`config.mk`:
```
export PLATFORM = sky130hd
export DESIGN_NAME = cpu_clk_sched
export DESIGN_NICKNAME = d
export VERILOG_FILES = /design/src/rtl/cpu_clk_pkg.sv /design/src/rtl/cpu_clk_sched_btn_edge.sv /design/src/rtl/cpu_clk_sched.sv
export SDC_FILE = /design/constraint.sdc
export NUM_CORES = 1
export LEC_CHECK = 0
export CAP_MARGIN = 15
export CORE_ASPECT_RATIO = 1.75
export CORE_MARGIN = 8
export CORE_UTILIZATION = 60
export CTS_CLUSTER_DIAMETER = 200
export DETAILED_ROUTE_END_ITERATION = 16
export GPL_TIMING_DRIVEN = 0
export PLACE_DENSITY = 0.93
export SLEW_MARGIN = 5
export SYNTH_ARGS = -nofsm -noshare
export SYNTH_HDL_FRONTEND = slang
export SYNTH_SLANG_ARGS = --single-unit
```
`constraint.sdc`:
```
create_clock -name clk_in -period 11 [get_ports clk_in]
set_input_delay 1.1 -clock clk_in [delete_from_list [all_inputs] [get_ports clk_in]]
set_output_delay 1.1 -clock clk_in [all_outputs]
set_load 0.01 [all_outputs]
```
`src/rtl/cpu_clk_pkg.sv`:
```
// Shared encodings for the CPU clock scheduler: mode codes, FSM states, pending-request record.
package cpu_clk_pkg;

  typedef enum logic [1:0] {
    MODE_HALT = 2'b00,
    MODE_RUN  = 2'b01,
    MODE_STEP = 2'b10,
    MODE_RSVD = 2'b11
  } mode_e;

  typedef enum logic [1:0] {
    ST_HALT  = 2'd0,
    ST_RUN   = 2'd1,
    ST_STEP  = 2'd2,
    ST_DRAIN = 2'd3
  } state_e;

  typedef struct packed {
    logic  vld;
    mode_e mode;
  } mode_req_t;

  // DRAIN still reports RUN: the running period has not finished yet.
  function automatic mode_e state_mode(state_e s);
    case (s)
      ST_RUN, ST_DRAIN: return MODE_RUN;
      ST_STEP:          return MODE_STEP;
      default:          return MODE_HALT;
    endcase
  endfunction

endpackage

```
`src/rtl/cpu_clk_sched_btn_edge.sv`:
```
// Step-button front end: 2-flop synchronizer followed by a rising-edge one-shot.
module cpu_btn_edge (
  input  logic clk_in,
  input  logic rst,
  input  logic btn_async,
  output logic btn_rise
);

  logic [2:0] sync_q, sync_d;

  always_comb begin
    sync_d = {sync_q[1:0], btn_async};
  end

  always_ff @(posedge clk_in or posedge rst) begin
    if (rst) sync_q <= '0;
    else     sync_q <= sync_d;
  end

  assign btn_rise = sync_q[1] & ~sync_q[2];

endmodule

```
`src/rtl/cpu_clk_sched.sv`:
```
// CPU clock scheduler: RUN / STEP / HALT clock-enable generation with programmable divide.
// Optional breakpoint halt is built when CPU_CLK_BREAKPOINT_EN is defined.
module cpu_clk_sched
  import cpu_clk_pkg::*;
#(
  parameter int DEFAULT_DIV = 4,
  parameter int DIV_W       = 16,
  parameter int CNT_W       = 32
) (
  input  logic             clk_in,
  input  logic             rst,
  input  logic [1:0]       mode_req,
  input  logic             mode_valid,
  output logic             mode_ready,
  input  logic [DIV_W-1:0] div_val,
  input  logic             div_load,
  input  logic             step_btn,
  input  logic             halt_req,
`ifdef CPU_CLK_BREAKPOINT_EN
  input  logic [31:0]      pc_in,
  input  logic [31:0]      bp_addr,
  input  logic             bp_arm,
  output logic             bp_hit,
`endif
  output logic             clk_en,
  output logic             clk_out,
  output logic [1:0]       cur_mode,
  output logic [CNT_W-1:0] tick_cnt
);

  state_e           state_q, state_d;
  logic [DIV_W-1:0] cnt_q, cnt_d;
  logic [DIV_W-1:0] div_q, div_d;
  logic [DIV_W-1:0] pend_div_q, pend_div_d;
  logic             pend_div_vld_q, pend_div_vld_d;
  mode_req_t        pend_mode_q, pend_mode_d;
  logic             clk_en_q, clk_en_d;
  logic             clk_out_q, clk_out_d;
  logic [1:0]       cur_mode_q, cur_mode_d;
  logic [CNT_W-1:0] tick_q, tick_d;
  logic             mode_ready_q, mode_ready_d;
`ifdef CPU_CLK_BREAKPOINT_EN
  logic             bp_hit_q, bp_hit_d;
`endif

  logic             step_rise;
  logic [DIV_W-1:0] div_eff;
  logic             running, wrap, xfer;

  cpu_btn_edge u_btn_edge (
    .clk_in    (clk_in),
    .rst       (rst),
    .btn_async (step_btn),
    .btn_rise  (step_rise)
  );

  always_comb begin
    div_eff = (div_q == '0) ? DIV_W'(1) : div_q;
    running = (state_q == ST_RUN) || (state_q == ST_DRAIN);
    wrap    = running && (cnt_q == div_eff - DIV_W'(1));
    xfer    = mode_valid && mode_ready_q;

    state_d        = state_q;
    cnt_d          = cnt_q;
    div_d          = div_q;
    pend_div_d     = pend_div_q;
    pend_div_vld_d = pend_div_vld_q;
    pend_mode_d    = pend_mode_q;
    clk_en_d       = 1'b0;
    clk_out_d      = clk_out_q;
    tick_d         = tick_q;
`ifdef CPU_CLK_BREAKPOINT_EN
    bp_hit_d       = bp_hit_q;
    if (xfer) bp_hit_d = 1'b0;
`endif

    // A divisor only lands on a period boundary so no period is ever cut short.
    if (pend_div_vld_q && (wrap || !running)) begin
      div_d          = pend_div_q;
      pend_div_vld_d = 1'b0;
    end
    if (div_load) begin
      pend_div_d     = div_val;
      pend_div_vld_d = 1'b1;
    end

    if (running) cnt_d = wrap ? '0 : cnt_q + DIV_W'(1);

    case (state_q)
      ST_RUN: begin
        clk_en_d = wrap;
        if (xfer && (mode_req == MODE_HALT || mode_req == MODE_STEP)) begin
          state_d     = ST_DRAIN;
          pend_mode_d = '{vld: 1'b1, mode: mode_e'(mode_req)};
        end
      end
      ST_DRAIN: begin
        clk_en_d = wrap;
        if (wrap) begin
          state_d     = (pend_mode_q.vld && pend_mode_q.mode == MODE_STEP) ? ST_STEP : ST_HALT;
          pend_mode_d = '0;
          cnt_d       = '0;
        end
      end
      default: begin
        clk_en_d = (state_q == ST_STEP) && step_rise;
        if (xfer) begin
          case (mode_req)
            MODE_RUN:  begin state_d = ST_RUN; cnt_d = '0; end
            MODE_STEP: state_d = ST_STEP;
            MODE_HALT: state_d = ST_HALT;
            default:   state_d = state_q;
          endcase
        end
      end
    endcase

`ifdef CPU_CLK_BREAKPOINT_EN
    if (bp_arm && (pc_in == bp_addr) && running) begin
      clk_en_d    = 1'b0;
      state_d     = ST_HALT;
      cnt_d       = '0;
      pend_mode_d = '0;
      bp_hit_d    = 1'b1;
    end
`endif

    if (halt_req) begin
      clk_en_d    = 1'b0;
      state_d     = ST_HALT;
      cnt_d       = '0;
      pend_mode_d = '0;
    end

    if (clk_en_d) begin
      tick_d    = tick_q + CNT_W'(1);
      clk_out_d = ~clk_out_q;
    end

    mode_ready_d = (state_d != ST_DRAIN);
    cur_mode_d   = state_mode(state_d);
  end

  always_ff @(posedge clk_in or posedge rst) begin
    if (rst) begin
      state_q        <= ST_HALT;
      cnt_q          <= '0;
      div_q          <= DIV_W'(DEFAULT_DIV);
      pend_div_q     <= '0;
      pend_div_vld_q <= 1'b0;
      pend_mode_q    <= '0;
      clk_en_q       <= 1'b0;
      clk_out_q      <= 1'b0;
      cur_mode_q     <= MODE_HALT;
      tick_q         <= '0;
      mode_ready_q   <= 1'b1;
    end else begin
      state_q        <= state_d;
      cnt_q          <= cnt_d;
      div_q          <= div_d;
      pend_div_q     <= pend_div_d;
      pend_div_vld_q <= pend_div_vld_d;
      pend_mode_q    <= pend_mode_d;
      clk_en_q       <= clk_en_d;
      clk_out_q      <= clk_out_d;
      cur_mode_q     <= cur_mode_d;
      tick_q         <= tick_d;
      mode_ready_q   <= mode_ready_d;
    end
  end

`ifdef CPU_CLK_BREAKPOINT_EN
  always_ff @(posedge clk_in or posedge rst) begin
    if (rst) bp_hit_q <= 1'b0;
    else     bp_hit_q <= bp_hit_d;
  end
  assign bp_hit = bp_hit_q;
`endif

  assign clk_en     = clk_en_q;
  assign clk_out    = clk_out_q;
  assign cur_mode   = cur_mode_q;
  assign tick_cnt   = tick_q;
  assign mode_ready = mode_ready_q;

endmodule

```
==> results.md, run 1 <==
- Most frequent cells in the layout: 92 x dfrtp_1, 59 x clkdlybuf4s50_1, 40 x xnor2_1, 38 x nor2_1, 23 x mux2_2
- Seq pwr share: 47.3%
- CP peak stage delay: 0.64 ns
- Setup TNS Final: 0 ns
- Max cap viols: 0
- CP most frequent cell: nor2_1
- Setup crit start kind: register
- Final Worst Setup Slack: 6.496 ns
- Largest net degree at the start of global routing: 73
- Pwr dens: 147.9 mW/mm²
- VDD IR max: 0.0001242 V
- Critical Path Fanout Max: 10
- R2R Path Start: div_q[2]
- TritonRoute pass-1 iters: 4
- RSZ-0062 raised after global routing: false
- Die area: 0.01115 mm²
- Post-route antenna net violation count: 0
- Commonest non-fill, non-tap cell in the layout: dfrtp_1
- Buf+Inv Stages, Crit Path: 2
- Worst-path clk slew: 0.06 ns
- Die Span Y: 133.8 µm
- Net switching power: 0.2276 mW
- GRT Util Overall: 21.84%
- Hold depth: 0
- Fmax: 222.0 MHz
- Mapped cell area: 0.004757 mm²
- Drt wl/cell: 20.80 µm
- 1st-iter DRT viols: 334
- Starting Density: 60.98%
- Critical Path AT: 4.73 ns
- Crit-path leading delay family: simple AND/OR/NAND/NOR gates
- Share of the synthesized area in the top cell type: 48.40%
- EDFF count, synth: 0
- Skew-Pair Late Insertion Delay: 0.34 ns
- Sequential share of the synthesized area: 49.50%
- Post-Place Setup Slack: 6.645 ns
- Avg Inst Size Synth: 11.27 µm²
- TritonCTS buffer count: 9
- Initial antenna violation count: 0
- Static leakage: 2.435 nW
- Sw Share: 26.60%
- Combinational power share: 16.4%
- Pins Over Slew Limit: 0
- Net Count, Synth: 449
- Grt ovf: 0
- CP max-delay cell: or4b_2
- Final Skew: 0.005344 ns
- Die W: 83.31 µm
- Final period utilization: 40.94%
- Synth top area cells: dfrtp_1 48%, xnor2_1 7.4%, mux2_2 5.4%
- Nets: 520
- Clock Root Buffer: clkbuf_16
- RR Endpoint: cnt_q[11]
- Cells after Synth: 422
- Hold_sp: u_btn_edge.sync_q[0]
- Core ar.: 0.007801 mm²
- Worst Tran Pin Value: 0.9319 ns
- Yosys reg bits: 94
- # diodes: 0
- Clock share of power: 36.4%
- Ports: 61
- DRT Wirelength: 12230 µm
- CP endpoint kind: register
- Fin. Hold Viols: 0
- Register-to-Register Path Depth: 15
- Setup Buffers After CTS: 0
- H-tree depth: 3
- Final GP Congestion: 0.8992
- Outcome: completed
- Tmin final: 4.504 ns
- CP Cell Sequence: or4_1, clkbuf_1, nor2_1, a31oi_1, ha_1, or4b_2, nor4_1, xnor2_1, nand4_1, nor3_1, nand3_2, nor2_1, a211o_1, buf_2, nor2_1
- Asr flop ratio synth: 100.0%
- Crit Path Class: register to register
- IO buf count: 59
- Site Rows: 43
- Routed via count: 3767
- Vias/cell: 6.406
- Vias in the first global route: 4034
- Post_cts resized: 0
- CP Data Required Time: 11.22 ns
- Sink Count: 94
- Hold endpoint: u_btn_edge.sync_q[1]
- Reg2reg setup slack: 6.50 ns
- Leading area contributor after synthesis: dfrtp_1
- Max Buffers Root-to-Sink: 2
- Share of cells above drive strength 1: 15.26%
- # DRC: 0
- Cts hold-fix bufs: 0
- Library cells used by synthesis: 62
- Top FF cell, synth: dfrtp_1
- YS warnings: 0
- Int Pwr: 0.6279 mW
- Hold/Removal Path Class: register to register
- DP HPWL: 8530 µm
- Max-slew headroom: 37.40%
- First-pass GRT wire length: 19890 µm
- Syn-to-layout area delta: 21.59%
- Final setup fails: 0
- CTS tree: yes
synthesized netlist by cell type (all sizes together), types with 3 or more instances:
cell type and n:
nand3b 3, nand2b 6, clkbuf 12, and3 13
inv 8, buf 10, a21oi 3, mux2 33
mux2i 3, ha 3, a21o 4, nor4 6
a31oi 3, or4 7, nor2 38, o211ai 5
or2 3, o41ai 3, and2 4, xnor2 40
o21ai 6, or3 6, xor2 22, nor3 5
nand3 18, nand4 21, nand2 18, dfrtp 92
layer usage:
layer	wire length [µm]	up-vias	track usage, %
met5	0	-	0
met4	535	0	12.77
met3	576	53	5.100
met2	6736	179	39.69
met1	4382	1895	21.95
li1	-	1640	-
cells by family after synthesis:
| group | Yosys count | synth area share (%) |
|---|---|---|
| adders and majority gates | 3 | 0.7891 |
| DFF | 94 | 49.50 |
| muxes | 36 | 9.232 |
| and+or+nand+nor | 158 | 18.75 |
| AOI/OAI and AO/OA | 39 | 6.602 |
| xor gates and xnor gates | 62 | 11.42 |
| buffers and inverters | 30 | 3.708 |
through the flow:
| step | cells | hold slack [ns] | power [mW] | area [µm²] | util (%) |
|---|---|---|---|---|---|
| 6_report | 588 | 0.3537 | 0.8555 | 5784 | 74.15 |
| 5_1_grt | 588 | 0.3561 | 0.8812 | 5784 | 74.15 |
| 3_5_place_dp | 572 | 0.3413 | 0.5462 | 5490 | 70.38 |
| 4_1_cts | 588 | 0.3554 | 0.8559 | 5784 | 74.15 |
| 2_1_floorplan | 422 | 0.3312 | 0.4930 | 4757 | - |
| 3_3_place_gp | 571 | 0.3337 | 0.5344 | 5460 | 69.99 |
power groups by stage:
| stage | Clock, mW | Combinational (mW) | Sequential [mW] |
|---|---|---|---|
| floorplan | 0 | 0.0913 | 0.402 |
| global placement | 0 | 0.129 | 0.406 |
| detailed placement | 0 | 0.138 | 0.408 |
| CTS | 0.313 | 0.139 | 0.403 |
| global route | 0.323 | 0.151 | 0.407 |
| finish | 0.311 | 0.140 | 0.404 |
sequential cells by signal, indices dropped and copies added (netlist names):
name,count
clk_en,1
clk_out,1
cnt_q,16
cur_mode,2
div_q,16
mode_ready,1
pend_div_q,16
pend_div_vld_q,1
pend_mode_q,3
state_q,2
tick_cnt,32
u_btn_edge.sync_q,3
worst max-delay path by stage:
| stage | endpoint | cells past startpoint | slack, ns | startpoint |
|---|---|---|---|---|
| after floorplan | div_q[0] | 14 | 7.15 | div_q[2] |
| after detailed placement | div_q[0] | 15 | 6.64 | div_q[2] |
| after global routing | cnt_q[13] | 15 | 6.18 | div_q[2] |
| final | cnt_q[11] | 15 | 6.50 | div_q[2] |
| after global placement | tick_cnt[21] | 2 | 6.27 | rst |
| after CTS | div_q[0] | 15 | 6.59 | div_q[2] |
final cells by class:
class / instances / area [µm²]
Multi-Input combinational cell: 298 / 2226
Timing Repair Buffer: 60 / 618.1
Buffer: 22 / 146.4
Tap cell: 90 / 112.6
Sequential cell: 94 / 2355
Inverter: 8 / 32.53
Clock inverter: 3 / 43.79
Clock buffer: 13 / 250.2
Fill cell: 424 / 2017
(Power assumes the default switching activity.)
==> inputs of run 2 (changes only) <==
- CORE_UTILIZATION: 60 -> 50
- PLACE_DENSITY: 0.93 -> 0.83
- clock period: 11 -> 3.7 ns (I/O delays scaled with it)
==> run 2 against run 1 <==
Compared with the run above: final cell count grew 8.8%; via count fell by 2.6%; first-iteration DRC count decreased by 46%; routed wire length is 1.1% lower; final area up 7.4%; highest routed layer unchanged.
==> results.md, run 2 (same netlist as run 1, synthesis figures left out) <==
- GR Util met3: 4.494%
- CTS tree: yes
- Outcome: completed
- Final GP Congestion: 0.8599
- Placed cell areas: 0.005547 mm²
- Fin. Hold Viols: 0
- Gr busiest metal: met2
- Worst Tran Pin Value: 0.8337 ns
- Fmax: 273.4 MHz
- DRT Wirelength: 12090 µm
- Nets: 540
- Drt wl/cell: 18.89 µm
- Die area: 0.01301 mm²
- Vias/cell: 5.734
- Post-route antenna net violation count: 0
- Max cap viols: 0
- Cts hold-fix bufs: 0
- Routing usage on met2: 35.12%
- Final Skew: 0.007349 ns
- 1st-iter DRT viols: 182
- Hold/Removal Path Class: register to register
- Final period utilization: 98.85%
- Initial antenna violation count: 0
- DP HPWL: 8248 µm
- Routed via count: 3670
- # DRC: 0
- Starting Density: 50.88%
- Sink Count: 94
- Syn-to-layout area delta: 30.64%
- Worst-path clk slew: 0.06 ns
- Commonest non-fill, non-tap cell in the layout: dfrtp_1
- TritonCTS buffer count: 9
- RSZ-0062 raised after global routing: true
- Clock Root Buffer: clkbuf_16
- CP max-delay cell: or4_1
- GRT Util Overall: 18.61%
- Setup crit start kind: register
- Static leakage: 2.602 nW
- Number of flip-flops in the largest register: 32
- Crit Path Class: register to register
- Die Span Y: 145.0 µm
- Core ar.: 0.009350 mm²
- Critical Path Fanout Max: 8
- CP peak stage delay: 0.48 ns
- GRT met1 Usage: 18.08%
- Util after Layout: 66.47%
- H-tree depth: 3
- Multi-input logic area: 0.002350 mm²
- CP Cell Sequence: clkbuf_4, nor4_4, and2_4, a31oi_1, ha_2, or2b_2, or4_1, a221o_1, nor4_4, buf_4, buf_4, a31oi_4, nand2b_4, clkbuf_16, mux2_4
- # diodes: 0
- First-pass GRT wire length: 19820 µm
- Vias in the first global route: 3976
- Grt ovf: 0
- Tmin final: 3.657 ns
- Max Buffers Root-to-Sink: 2
- IO buf count: 59
- Final Cell Area: 0.006215 mm²
- Setup TNS Final: 0 ns
- Fillcell total: 632
- Max-slew headroom: 43.99%
- Share of cells above drive strength 1: 22.97%
- CP endpoint kind: register
- VDD IR max: 0.0003125 V
- Pwr dens: 437.5 mW/mm²
- TritonRoute pass-1 iters: 4
- Site Rows: 47
- Crit-path leading delay family: simple AND/OR/NAND/NOR gates
- Ports: 61
- Most frequent cells in the layout: 86 x dfrtp_1, 59 x clkdlybuf4s50_1, 40 x xnor2_1, 36 x nor2_1
- Die W: 89.74 µm
- Critical Path AT: 3.87 ns
- Hold_ws: 0.3953 ns
- Pins Over Slew Limit: 0
- CP Data Required Time: 3.92 ns
- Final setup fails: 0
- Skew-Pair Late Insertion Delay: 0.34 ns
- Buf+Inv Stages, Crit Path: 4
- Largest net degree at the start of global routing: 59
- Sequential standard cell area: 0.002362 mm²
## run 2: path summary, 6_finish.rpt
path,start,to,slack (ns),cells past startpoint
setup / recovery,div_q[9],div_q[3],0.04,15
hold / removal,u_btn_edge.sync_q[0],u_btn_edge.sync_q[1],0.40,0
setup reg to reg,div_q[9],div_q[3],0.04,15
hold reg to reg,u_btn_edge.sync_q[0],u_btn_edge.sync_q[1],0.40,0
max in group asynchronous,rst,div_q[2],2.61,3
min in group asynchronous,rst,clk_en,0.41,2
## run 2: repair_timing
item / in CTS / in global routing
setup endpoints to repair: 70 / 65
pin swaps: 12 / 19
setup buffers: 12 / 9
resized for setup: 25 / 15
cloned: 1 / 1
## run 2: where the power goes
| part | leakage (nW) | total [mW] | switching [mW] | internal, mW |
|---|---|---|---|---|
| Sequential | 1.21 | 1.20 | 0.0944 | 1.11 |
| Clock | 0.161 | 1.03 | 0.371 | 0.660 |
| Combinational | 1.23 | 0.487 | 0.223 | 0.264 |
| Total | 2.60 | 2.72 | 0.689 | 2.03 |
## run 2: routing by layer
layer  part of all wire, %  wire length, µm  vias up
met4                   3.5              422        0
met3                   4.3              514       35
met5                     0                0        -
met2                    57             6876      127
met1                    35             4277     1826
li1                      -                -     1682
## run 2: cell type report
class	count	share of cell area, %
buffer	19	2.295
clock buffer	12	3.805
clock inverter	4	1.530
inverter	8	0.5235
multi-input combinational	298	37.81
sequential	94	38.01
tap	122	2.456
timing repair buffer	83	13.57
## run 2: metrics by stage
| step | setup slack (ns) | instances | power [mW] |
|---|---|---|---|
| after CTS | 0.001545 | 632 | 2.698 |
| after floorplan | 0.07924 | 422 | 1.469 |
| after global placement | -0.3562 | 603 | 1.597 |
| final | 0.04267 | 640 | 2.719 |
| after detailed placement | -0.4129 | 604 | 1.617 |
| after global routing | -0.1014 | 640 | 2.815 |
==> RTL change 1, RTL diff (config.mk and constraints of run 2) <==
Register the output `tick_cnt` once more; this adds one clock of latency there. The other outputs are not delayed to match.
--- a/src/rtl/cpu_clk_sched.sv
+++ b/src/rtl/cpu_clk_sched.sv
@@ -180,7 +180,9 @@
   assign clk_en     = clk_en_q;
   assign clk_out    = clk_out_q;
   assign cur_mode   = cur_mode_q;
-  assign tick_cnt   = tick_q;
+  always_ff @(posedge clk_in) begin
+    tick_cnt <= tick_q;
+  end
   assign mode_ready = mode_ready_q;
 
 endmodule
Check against the original RTL: not equivalent (a bounded check fails within 4 cycles, from zero or initial values and one cycle with rst high).
==> RTL change 1 against run 2 <==
- the run now ends with setup timing left
- die area increased by 12%
- non-clock buffer count rose by 5
- area after synthesis rose by 14%
- maximum frequency down 19%
- combinational power is 11% lower
- final area grew 19%
- routed wire length rose by 10%
- via count is 8.1% higher
- first-iteration DRC count is 17% higher
- power is 27% higher
- worst setup slack lost 0.86 ns
- sequential power increased by 28%
- sequential cell count is 32 higher
- synthesized cell count up 9.5%
- critical endpoint is now tick_q[25]
==> RTL change 1: results (changes against run 2) <==
[grt]
grt_pass1_vias=4367  ; +9.8%
grt_pass1_wl_mm=21.55  ; +8.7%
met2_usage=0.3565  ; +0.005303

[pwr]
vdd_drop_max_v=0.0003478  ; +11%
p_leak_nw=3.489  ; +34%
comb_cell_power_w=0.000434  ; -11%
swShare=0.2618  ; +0.008562

[final_layout]
final_cells=712  ; +11%
fin_nets=596  ; +10%
drive_gt1_frac=0.2852  ; +0.05549

[run_status]
violations=setup timing
outcome=complete, but fails checks

[timing]
fin_ws_ns=-0.8178  ; -0.8605 ns
setup_viol=75  ; +75
tightest_slew_ns=1.200  ; +0.3661 ns

[clock_tree]
numCtsBuffers=17  ; +8
cts.htree.levels=4  ; +1

[worst_setup_path]
worstPathMaxFanout=6  ; -2
reg2reg_to=tick_q[25]

[yosys]
syn_area_per_cell_um2=11.70  ; +3.8%
async_reset_ff_frac=0.7460  ; -0.2540
synth_compound_area_frac=0.04166  ; -0.02436
synth-adder-area-share=0.006943  ; -0.0009477
netlist_top_cells_count=dfrtp_1, xor2_1, nor2_1, dfxtp_1, nand2_1

[place]
dp.cells=652  ; +7.9%
hpwl_mm=8.902  ; +7.9%
place_congestion=0.9057  ; +5.3%

[route]
wl_met1_mm=4.614  ; +7.9%
wirelength_mm=13.35  ; +10%
viasPerCell=5.573  ; -2.8%

## RTL change 1: changes by cell type after synthesis, sizes merged, moves of 8 or more
cell | before | now
nand2 | 18 | 29
xor2 | 22 | 44
a21oi | 3 | 12
and3 | 13 | 5
nor4 | 6 | 15
nor3 | 5 | 13
dfxtp | 0 | 32
xnor2 | 40 | 21
nand4 | 21 | 7
## RTL change 1: area by class of cell
class	instances	area, um2
Buffer	17	137.6
Clock buffer	19	432.9
Clock inverter	13	93.84
Fill cell	749	3221
Inverter	11	46.29
Multi-Input combinational cell	306	2618
Sequential cell	126	3002
Tap cell	130	162.7
Timing Repair Buffer	90	922.1
## RTL change 1: repair_timing
item / 4_1_cts / 5_1_grt
gates resized for setup: 27 / 9
cloned: 3 / 0
buffers inserted: 24 / 3
pin swaps: 16 / 8
endpoints found under the setup margin: 75 / 75
## RTL change 1: worst max-delay path: cells and delay by family, from the launching register on
family	cells	cell delay [ns]
AO/OA/AOI/OAI	1	0.29
AND/OR/NAND/NOR	6	2.06
flip-flops	1	0.42
multiplexers	1	0.32
buffers and inverters	11	1.18
XOR/XNOR	1	0.18
## RTL change 1: cell families after synthesis
kind of cell,count (synthesis)
adders and majority gates,3
and+or+nand+nor,166
xor gates and xnor gates,65
buffers and inverters,30
DFF,126
AOI/OAI and AO/OA,35
muxes,37
## RTL change 1: how the worst max path moves through the flow
stage,startpoint,endpoint,slack [ns],cells past startpoint
floorplan,div_q[7],div_q[0],-0.57,17
global placement,div_q[9],cnt_q[14],-1.06,16
detailed placement,div_q[9],cnt_q[6],-1.20,16
CTS,div_q[9],tick_q[25],-0.69,15
global route,div_q[9],tick_q[25],-0.95,15
finish,div_q[9],tick_q[25],-0.82,20
==> RTL change 2, RTL diff (settings of run 2) <==
Without the edit above. The option `CPU_CLK_BREAKPOINT_EN` is turned on by a define.
--- a/src/rtl/cpu_clk_sched.sv
+++ b/src/rtl/cpu_clk_sched.sv
@@ -1,5 +1,7 @@
 // CPU clock scheduler: RUN / STEP / HALT clock-enable generation with programmable divide.
 // Optional breakpoint halt is built when CPU_CLK_BREAKPOINT_EN is defined.
+`define CPU_CLK_BREAKPOINT_EN
+
 module cpu_clk_sched
   import cpu_clk_pkg::*;
 #(
Interface: changed (added bp_addr, bp_arm, bp_hit and pc_in); port bits go from 61 to 127. No check against the original RTL was run, so the function may have changed too.
==> RTL change 2 against run 2 <==
- power shrank 1.1%
- routed wire length grew 18%
- worst setup slack gained 0.030 ns
- hold slack lost 0.052 ns
- final area grew 14%
- sequential cell count grew 1
- area after synthesis grew 5.6%
- sequential share of layout area shrank 4.1 points
- highest routed layer unchanged
==> RTL change 2: results (changes against run 2) <==
[place]
hpwl_mm=10.23  ; +24%
port-buffer-count=125  ; +110%
pre_cts_slack_ns=-0.4276  ; -0.01466 ns

[route]
wirelength_mm=14.23  ; +18%
vias=4152  ; +13%
drtIter0Drc=189  ; +3.8%
wl_met1_mm=5.388  ; +26%
dr_wl_met3_um=918  ; +79%
dr_wl_met2_mm=7.510  ; +9.2%

[yosys]
synth_fp_nets=558  ; +24%
ys_types=56  ; -9.7%
yosys-top-cells-area=dfrtp_1, xor2_1, mux2_2, xnor2_1, nor2_1
netlist_top_cells_count=dfrtp_1, xor2_1, nor2_1, mux2_2, nand2_1
syn_area_per_cell_um2=10.78  ; -4.4%

[pwr]
vdd_drop_max_v=0.0003997  ; +28%
p_leak_nw=2.966  ; +14%

[worst_setup_path]
crit_slowest_cell=dfrtp_1
cp.required_ns=3.96  ; +0.04 ns
worstPathMaxFanout=10  ; +2
r2r_slack_ns=0.07  ; +0.03 ns
endpoint=tick_cnt[8]

[timing]
finClkSkew_ns=0.006701  ; -0.0006481 ns
tightest_slew_ns=0.6467  ; -0.1870 ns
setup_viol=0  ; unchanged

[grt]
grt_pass1_vias=4448  ; +12%
grt_max_degree=61  ; +3.4%

[clock_tree]
clock_latency_ns=0.34  ; about the same

[run_status]
outcome=finished clean

[final_layout]
fin_nets=718  ; +33%

RTL change 2: worst min path at each step:
stage          slack [ns]  cells past startpoint              endpoint
2_1_floorplan        0.33                      0  u_btn_edge.sync_q[1]
3_3_place_gp         0.34                      0  u_btn_edge.sync_q[1]
3_5_place_dp         0.34                      0  u_btn_edge.sync_q[1]
4_1_cts              0.35                      0  u_btn_edge.sync_q[1]
5_1_grt              0.35                      0  u_btn_edge.sync_q[1]
6_report             0.34                      0  u_btn_edge.sync_q[1]
RTL change 2: timing repair:
item / 4_1_cts / 5_1_grt
gates cloned: 1 / 0
endpoints found under the setup margin: 62 / 54
resized for setup: 22 / 15
pin swaps: 9 / 9
setup buffers: 9 / 13
RTL change 2: cell families after synthesis:
| kind of cell | count (synthesis) | synth area share |
|---|---|---|
| multiplexers | 33 | 0.07372 |
| flip-flops | 95 | 0.4737 |
| adder cells (fa/ha/maj) | 3 | 0.007473 |
| AND/OR/NAND/NOR | 182 | 0.2035 |
| buffers and inverters | 25 | 0.02740 |
| XOR/XNOR | 98 | 0.1709 |
| AO/OA/AOI/OAI | 30 | 0.04334 |
RTL change 2: cell type report:
| cell class | count | area (um2) |
|---|---|---|
| flip-flops and latches | 95 | 2392 |
| fillers | 705 | 2785 |
| multi-input cells | 346 | 2643 |
| clock inverters | 5 | 33.78 |
| well taps | 125 | 156.4 |
| inverters | 9 | 36.28 |
| plain buffers | 16 | 107.6 |
| clock buffers | 11 | 242.7 |
| repair buffers | 149 | 1453 |
RTL change 2: power breakdown:
group	switching (W)	internal (W)
combinational	0.000259	0.000340
clock	0.000385	0.000473
sequential	0.000106	0.00113
total	0.000750	0.00194
RTL change 2: per-layer routing:
metal,up-vias,GRT usage
li1,1942,-
met1,2014,0.2041
met2,167,0.3606
met3,29,0.05704
met4,0,0.1006
met5,-,0
